--- src/rtl/ddr2_cmd_pkg.sv ---
`default_nettype none
// ============================================================================
//  Module      : ddr2_cmd_pkg
//  Description : Shared definitions for the DDR2 command bus: command codes,
//                driver FSM states, field widths, address field positions
//                and the block-length helper.
//  Revision    : 1.0  initial release
// ============================================================================
package ddr2_cmd_pkg;

    localparam int CMD_W  = 3;
    localparam int SZ_W   = 2;
    localparam int OP_W   = 3;
    localparam int DATA_W = 16;
    localparam int ADDR_W = 25;
    localparam int PTR_W  = 5;   // block-buffer pointer width (32 words max)
    localparam int CNT_W  = 6;   // wide enough to hold a block length of 32

    // Address layout: {row, col[9:3], bank, col[2:0]}
    localparam int ROW_MSB  = 24;
    localparam int ROW_LSB  = 12;
    localparam int COLH_MSB = 11;
    localparam int COLH_LSB = 5;
    localparam int BANK_MSB = 4;
    localparam int BANK_LSB = 3;
    localparam int COLL_MSB = 2;
    localparam int COLL_LSB = 0;

    typedef enum logic [CMD_W-1:0] {
        CMD_NOP  = 3'd0,
        CMD_SCR  = 3'd1,
        CMD_SCW  = 3'd2,
        CMD_BLR  = 3'd3,
        CMD_BLW  = 3'd4,
        CMD_ATR  = 3'd5,
        CMD_ATW  = 3'd6,
        CMD_NOP7 = 3'd7
    } cmd_e;

    typedef enum logic [1:0] {
        ST_IDLE  = 2'd0,
        ST_LOAD  = 2'd1,
        ST_ISSUE = 2'd2,
        ST_BLKWR = 2'd3
    } state_e;

    // Block length in words: 8 * (sz + 1)
    function automatic logic [CNT_W-1:0] blk_words(input logic [SZ_W-1:0] sz);
        return {1'b0, sz, 3'b000} + CNT_W'(8);
    endfunction

endpackage
`default_nettype wire

--- src/rtl/cmd_blk_buffer.sv ---
`default_nettype none
// ============================================================================
//  Module      : cmd_blk_buffer
//  Description : DEPTH x WIDTH register array holding one block-write burst.
//                One synchronous write port, one asynchronous read port.
//  Revision    : 1.0  initial release
//  Ports       : clk        - clock
//                wr_en_i    - write strobe
//                wr_addr_i  - write pointer
//                wr_data_i  - write word
//                rd_addr_i  - read pointer
//                rd_data_o  - word at rd_addr_i
// ============================================================================
module cmd_blk_buffer #(
    parameter int DEPTH = 32,
    parameter int WIDTH = 16,
    parameter int AW    = 5
) (
    input  logic             clk,
    input  logic             wr_en_i,
    input  logic [AW-1:0]    wr_addr_i,
    input  logic [WIDTH-1:0] wr_data_i,
    input  logic [AW-1:0]    rd_addr_i,
    output logic [WIDTH-1:0] rd_data_o
);

    // Contents are don't-care after reset, so the array carries no reset.
    logic [WIDTH-1:0] mem_q [DEPTH];

    always_ff @(posedge clk) begin
        if (wr_en_i) begin
            mem_q[wr_addr_i] <= wr_data_i;
        end
    end

    assign rd_data_o = mem_q[rd_addr_i];

endmodule
`default_nettype wire

--- src/rtl/command_driver.sv ---
`default_nettype none
// ============================================================================
//  Module      : command_driver
//  Description : Transmit-side driver for the DDR2 controller command bus.
//                Accepts request headers, buffers block-write data, and
//                presents cmd/sz/op/din/addr, advancing on each fetching edge.
//  Revision    : 1.0  initial release
//  Macro       : CMD_DRIVER_STATS_EN - adds stat_cmds / stat_beats counters
//  Ports       : clk, reset (async, active-low)
//                req_valid/req_ready + req_cmd/sz/op/addr/data - header in
//                wd_valid/wd_ready + wd_data - block-write data in
//                fetching - controller consumes current command/beat
//                cmd, sz, op, din, addr - registered command bus out
//                busy - FSM not idle
// ============================================================================
module command_driver
    import ddr2_cmd_pkg::*;
#(
    parameter int BLK_MAX = 32
) (
    input  logic              clk,
    input  logic              reset,
    input  logic              req_valid,
    output logic              req_ready,
    input  logic [CMD_W-1:0]  req_cmd,
    input  logic [SZ_W-1:0]   req_sz,
    input  logic [OP_W-1:0]   req_op,
    input  logic [ADDR_W-1:0] req_addr,
    input  logic [DATA_W-1:0] req_data,
    input  logic              wd_valid,
    output logic              wd_ready,
    input  logic [DATA_W-1:0] wd_data,
    input  logic              fetching,
    output logic [CMD_W-1:0]  cmd,
    output logic [SZ_W-1:0]   sz,
    output logic [OP_W-1:0]   op,
    output logic [DATA_W-1:0] din,
    output logic [ADDR_W-1:0] addr,
    output logic              busy
`ifdef CMD_DRIVER_STATS_EN
    ,
    output logic [15:0]       stat_cmds,
    output logic [15:0]       stat_beats
`endif
);

    state_e              state_q, state_d;
    logic [CMD_W-1:0]    cmd_q, cmd_d;
    logic [SZ_W-1:0]     sz_q, sz_d;
    logic [OP_W-1:0]     op_q, op_d;
    logic [DATA_W-1:0]   din_q, din_d;
    logic [ADDR_W-1:0]   addr_q, addr_d;
    logic                req_ready_q, req_ready_d;
    // BLW header is parked here while the block loads; the bus stays NOP.
    logic [SZ_W-1:0]     hdr_sz_q, hdr_sz_d;
    logic [ADDR_W-1:0]   hdr_addr_q, hdr_addr_d;
    logic [PTR_W-1:0]    wptr_q, wptr_d;
    logic [PTR_W-1:0]    rptr_q, rptr_d;   // index of the word now on din

    logic                buf_we;
    logic [PTR_W-1:0]    rd_addr;
    logic [DATA_W-1:0]   rd_data;
    logic [CNT_W-1:0]    blk_len;
    logic [PTR_W-1:0]    last_idx;

    assign blk_len  = blk_words(hdr_sz_q);
    assign last_idx = PTR_W'(blk_len - CNT_W'(1));
    // While loading, the read port looks at word 0 so it is ready for the
    // header beat; afterwards it pre-fetches the word after the current one.
    assign rd_addr  = (state_q == ST_LOAD) ? '0 : rptr_q + PTR_W'(1);

    cmd_blk_buffer #(
        .DEPTH (BLK_MAX),
        .WIDTH (DATA_W),
        .AW    (PTR_W)
    ) u_buf (
        .clk       (clk),
        .wr_en_i   (buf_we),
        .wr_addr_i (wptr_q),
        .wr_data_i (wd_data),
        .rd_addr_i (rd_addr),
        .rd_data_o (rd_data)
    );

    always_ff @(posedge clk or negedge reset) begin
        if (!reset) begin
            state_q     <= ST_IDLE;
            cmd_q       <= '0;
            sz_q        <= '0;
            op_q        <= '0;
            din_q       <= '0;
            addr_q      <= '0;
            req_ready_q <= 1'b0;
            hdr_sz_q    <= '0;
            hdr_addr_q  <= '0;
            wptr_q      <= '0;
            rptr_q      <= '0;
        end else begin
            state_q     <= state_d;
            cmd_q       <= cmd_d;
            sz_q        <= sz_d;
            op_q        <= op_d;
            din_q       <= din_d;
            addr_q      <= addr_d;
            req_ready_q <= req_ready_d;
            hdr_sz_q    <= hdr_sz_d;
            hdr_addr_q  <= hdr_addr_d;
            wptr_q      <= wptr_d;
            rptr_q      <= rptr_d;
        end
    end

    always_comb begin
        state_d    = state_q;
        cmd_d      = cmd_q;
        sz_d       = sz_q;
        op_d       = op_q;
        din_d      = din_q;
        addr_d     = addr_q;
        hdr_sz_d   = hdr_sz_q;
        hdr_addr_d = hdr_addr_q;
        wptr_d     = wptr_q;
        rptr_d     = rptr_q;
        buf_we     = 1'b0;

        case (state_q)
            ST_IDLE: begin
                if (req_valid && req_ready_q) begin
                    case (req_cmd)
                        CMD_NOP, CMD_NOP7: begin
                            // dropped
                        end
                        CMD_BLW: begin
                            hdr_sz_d   = req_sz;
                            hdr_addr_d = req_addr;
                            wptr_d     = '0;
                            rptr_d     = '0;
                            state_d    = ST_LOAD;
                        end
                        default: begin
                            cmd_d   = req_cmd;
                            sz_d    = req_sz;
                            addr_d  = req_addr;
                            op_d    = (req_cmd == CMD_ATR || req_cmd == CMD_ATW) ? req_op : '0;
                            din_d   = (req_cmd == CMD_SCR || req_cmd == CMD_BLR) ? '0 : req_data;
                            state_d = ST_ISSUE;
                        end
                    endcase
                end
            end

            ST_LOAD: begin
                if (wd_valid) begin
                    buf_we = 1'b1;
                    wptr_d = wptr_q + PTR_W'(1);
                    if (wptr_q == last_idx) begin
                        // Word 0 was written on an earlier cycle (blocks are
                        // at least 8 words), so it is already readable.
                        cmd_d   = CMD_BLW;
                        sz_d    = hdr_sz_q;
                        addr_d  = hdr_addr_q;
                        op_d    = '0;
                        din_d   = rd_data;
                        rptr_d  = '0;
                        state_d = ST_ISSUE;
                    end
                end
            end

            ST_ISSUE: begin
                if (fetching) begin
                    if (cmd_q == CMD_BLW) begin
                        cmd_d   = CMD_NOP;
                        din_d   = rd_data;
                        rptr_d  = rptr_q + PTR_W'(1);
                        state_d = ST_BLKWR;
                    end else begin
                        cmd_d   = '0;
                        sz_d    = '0;
                        op_d    = '0;
                        din_d   = '0;
                        addr_d  = '0;
                        state_d = ST_IDLE;
                    end
                end
            end

            ST_BLKWR: begin
                if (fetching) begin
                    if (rptr_q == last_idx) begin
                        cmd_d   = '0;
                        sz_d    = '0;
                        op_d    = '0;
                        din_d   = '0;
                        addr_d  = '0;
                        state_d = ST_IDLE;
                    end else begin
                        din_d   = rd_data;
                        rptr_d  = rptr_q + PTR_W'(1);
                    end
                end
            end

            default: state_d = ST_IDLE;
        endcase

        req_ready_d = (state_d == ST_IDLE);
    end

    assign req_ready = req_ready_q;
    assign wd_ready  = (state_q == ST_LOAD);
    assign busy      = (state_q != ST_IDLE);
    assign cmd       = cmd_q;
    assign sz        = sz_q;
    assign op        = op_q;
    assign din       = din_q;
    assign addr      = addr_q;

`ifdef CMD_DRIVER_STATS_EN
    logic [15:0] stat_cmds_q;
    logic [15:0] stat_beats_q;

    always_ff @(posedge clk or negedge reset) begin
        if (!reset) begin
            stat_cmds_q  <= '0;
            stat_beats_q <= '0;
        end else begin
            if (state_q == ST_ISSUE && fetching && stat_cmds_q != 16'hFFFF) begin
                stat_cmds_q <= stat_cmds_q + 16'd1;
            end
            if (state_q == ST_BLKWR && fetching && stat_beats_q != 16'hFFFF) begin
                stat_beats_q <= stat_beats_q + 16'd1;
            end
        end
    end

    assign stat_cmds  = stat_cmds_q;
    assign stat_beats = stat_beats_q;
`endif

endmodule
`default_nettype wire
--- config.mk ---
export PLATFORM = sky130hd
export DESIGN_NAME = command_driver
export DESIGN_NICKNAME = d
export VERILOG_FILES = /design/src/rtl/ddr2_cmd_pkg.sv /design/src/rtl/cmd_blk_buffer.sv /design/src/rtl/command_driver.sv
export SDC_FILE = /design/constraint.sdc
export NUM_CORES = 1
export LEC_CHECK = 0
export BUFFER_PORTS_ARGS = -buffer_cell sky130_fd_sc_hd__buf_4
export CELL_PAD_IN_SITES_DETAIL_PLACEMENT = 0
export CELL_PAD_IN_SITES_GLOBAL_PLACEMENT = 1
export CORE_UTILIZATION = 47
export DETAILED_ROUTE_END_ITERATION = 8
export GPL_TIMING_DRIVEN = 0
export PLACE_DENSITY_LB_ADDON = 0.1
export SLEW_MARGIN = 20
export SYNTH_ARGS = -nofsm -noshare
export SYNTH_HDL_FRONTEND = slang
export SYNTH_SLANG_ARGS = --single-unit
--- constraint.sdc ---
create_clock -name clk -period 2.8 [get_ports clk]
set_input_delay 0.42 -clock clk [delete_from_list [all_inputs] [get_ports clk]]
set_output_delay 0.42 -clock clk [all_outputs]
set_load 0.1 [all_outputs]
==> qor.txt <==
status = finished clean
DRT iter0 DRCs = 1816
Via density = 6.00
HPWL after detailed placement = 50400 µm
Hold Crit Class = primary input to flip-flop
nets = 1975
slowest cell on the critical path = dfrtp_2
via count = 15800
DRC = 0
# fillers = 4130
Synth cell types = 65
GP Congestion = 0.911
final slew viol count = 0
post-synth top area cell = edfxtp_1
Post-synth EDFFs = 512
power per cell area = 1120 nW/µm²
global routing usage on met3 = 4.07%
area of the core = 52600 µm²
drt total wl = 74100 µm
Num Clock Sinks = 601
vias in the first global route = 15600
CP Class = flip-flop to flip-flop
sequential area share after synthesis = 70.4%
most common cell after layout, fill and taps aside = edfxtp_1
top cells by area, synth = edfxtp_1, dfrtp_1, mux4_2
final setup fails = 0
Mean Syn Cell Area = 15.1 µm²
asr flop ratio synth = 14.8%
DP Area = 27200 µm²
Leakage = 10.4 nW
most frequent cells in the layout = edfxtp_1, buf_4, a21oi_1
Synth Instances = 1655
antenna cells = 0
critical path's largest stage delay = 0.47 ns
GR Util All Layers = 27.8%
Worst Reg-to-Reg Cells = 9
worst clock skew = 0.0269 ns
startpoint type of the worst setup path = flip-flop
layout cells sized above 1 = 27.2%
ys flop type = edfxtp_1
syn nets = 1730
CTS tree = done
crit-path cells = ha_2 > buf_4 > buf_12 > buf_4 > clkbuf_2 > o21ai_0 > o211ai_1 > o311ai_4 > o211ai_1
Hold Fails Final Rpt = 0
Critical Path RT = 3.27 ns
Longest Clk Path Bufs = 3
area grow syn2layout = 20.8%
global-route layer with the greatest usage = met2
routing usage on met1 = 39.8%
Antenna Nets Post-Route = 0
boundary pin count = 122
Inserted Clock Buffers = 61
hold path depth = 3
crit path max fanout = 19
fmax = 360 MHz
worst slew pin tran = 0.901 ns
Max-slew headroom = 39.9%
die area = 54100 µm²
maxcap violations = 0
fin crit share = 99.3%
num rows = 84
H-tree depth = 2
Setup TNS = 0 ns
Reg clk slew, reported paths = 0.06 ns
Pre-antenna DRT Iters = 5
first-pass GRT wire length = 107000 µm
WHS = 0.0249 ns
GRT overflow = 0
peak supply drop = 0.937 mV
M2 GR Usage = 43.3%
per-cell routed wire length = 28.1 µm
post-synth top area share = 61.5%
cell area after layout = 30200 µm²
initial antenna violation count = 2
CP Capture Type = flip-flop
die width = 233 µm
insertion delay to the later sink of the worst-skew pair = 0.65 ns
root buf cell = clkbuf_16
Final Util = 57.5%
Worst Path Arrival = 3.26 ns
largest net degree at the start of global routing = 90
RSZ-0062 raised after global routing = no
chip height = 233 µm
Buffers on Ports = 121
post-synthesis sequential element count = 601
post-layout min period = 2.78 ns
Syn Std Cell Area = 25000 µm²
Initial Util = 47.6%
Synthesis Warnings = 0
-- where the power goes --
part	internal, W	switching [W]	leakage [nW]
clock	0.00463	0.00345	0.952
combinational	0.00473	0.0101	3.70
sequential	0.0104	0.000331	5.78
total	0.0198	0.0139	10.4
-- cell type report --
class | count | area, µm² | share of cell area, %
Inverter | 27 | 106 | 0.352
Tap cell | 688 | 861 | 2.85
Buffer | 116 | 752 | 2.49
Sequential cell | 601 | 17600 | 58.2
Timing Repair Buffer | 185 | 1750 | 5.80
Multi-Input combinational cell | 908 | 7180 | 23.8
Clock buffer | 78 | 1620 | 5.36
Clock inverter | 37 | 348 | 1.15
-- kinds of logic (layout without fill, tap and decap cells) --
| kind of cell | Yosys count | after routing | synth area share, % |
|---|---|---|---|
| adder cells (fa/ha/maj) | 5 | 5 | 0.250 |
| AND/OR/NAND/NOR | 335 | 335 | 6.83 |
| XOR/XNOR | 11 | 11 | 0.385 |
| buffers and inverters | 146 | 443 | 2.85 |
| multiplexers | 160 | 160 | 8.97 |
| AO/OA/AOI/OAI | 397 | 397 | 10.4 |
| flip-flops | 601 | 601 | 70.4 |
-- worst paths after layout --
check,from,to,slack [ns]
max in group asynchronous,reset,rptr_q[0]$_DFFE_PN0P_,1.71
min in group asynchronous,reset,op[2]$_DFFE_PN0P_,0.45
worst min register to register,addr[21]$_DFFE_PN0P_,addr[21]$_DFFE_PN0P_,0.48
worst min-delay path,req_op[0],op[0]$_DFFE_PN0P_,0.02
worst max-delay path,rptr_q[0]$_DFFE_PN0P_,din[4]$_DFFE_PN0P_,0.02
worst max register to register,rptr_q[0]$_DFFE_PN0P_,din[4]$_DFFE_PN0P_,0.02
-- layer usage --
metal  up-vias  share of wire, %  wire, µm
met3       137               7.9      5840
met5         -                 0         0
li1       6920                 -         -
met2       738                46     34300
met4         0               3.8      2840
met1      8048                42     31100
-- synth_stat cells (25+ instances only) --
cell type  instances
nand2_1           57
o211ai_1          33
edfxtp_1         512
dfrtp_1           89
mux4_2            46
mux2_2            53
a21oi_1          124
inv_1             26
clkbuf_1          35
mux2i_1           61
nor2_1           102
o21ai_0           62
o221ai_1          25
a22oi_1           33
nand2b_1          62
buf_2             59
-- critical path: cells and delay by family, from the launching register on --
family                   cells  cell delay [ns]
buffers and inverters        4             0.80
adder cells (fa/ha/maj)      1             0.30
AO/OA/AOI/OAI                4             1.03
flip-flops                   1             0.47
-- sequential cells by signal, summed over array words and instances, names as in the netlist --
| register | flops |
|---|---|
| addr | 25 |
| cmd | 3 |
| din | 16 |
| hdr_addr_q | 25 |
| hdr_sz_q | 2 |
| op | 3 |
| req_ready | 1 |
| rptr_q | 5 |
| state_q | 2 |
| sz | 2 |
| u_buf.mem_q | 512 |
| wptr_q | 5 |
-- what timing repair did --
action                     CTS  global route
hold endpoints to repair    89             0
pin swaps                   24            11
gates resized for setup    108            40
buffers inserted            32             5
setup endpoints to repair  560           170
gates cloned                 0             0
hold buffers                 1             0
-- metrics by stage --
step / std cells / power (W) / worst slack [ns]
after detailed placement: 2490 / 0.0247 / -0.832
after global routing: 2640 / 0.0349 / 0.000288
final: 2640 / 0.0337 / 0.0184
after CTS: 2636 / 0.0334 / -0.00807
after global placement: 2464 / 0.0244 / -1.43
after floorplan: 1655 / 0.0197 / 0.0579
Note: power is estimated with default switching activity, not from simulation.
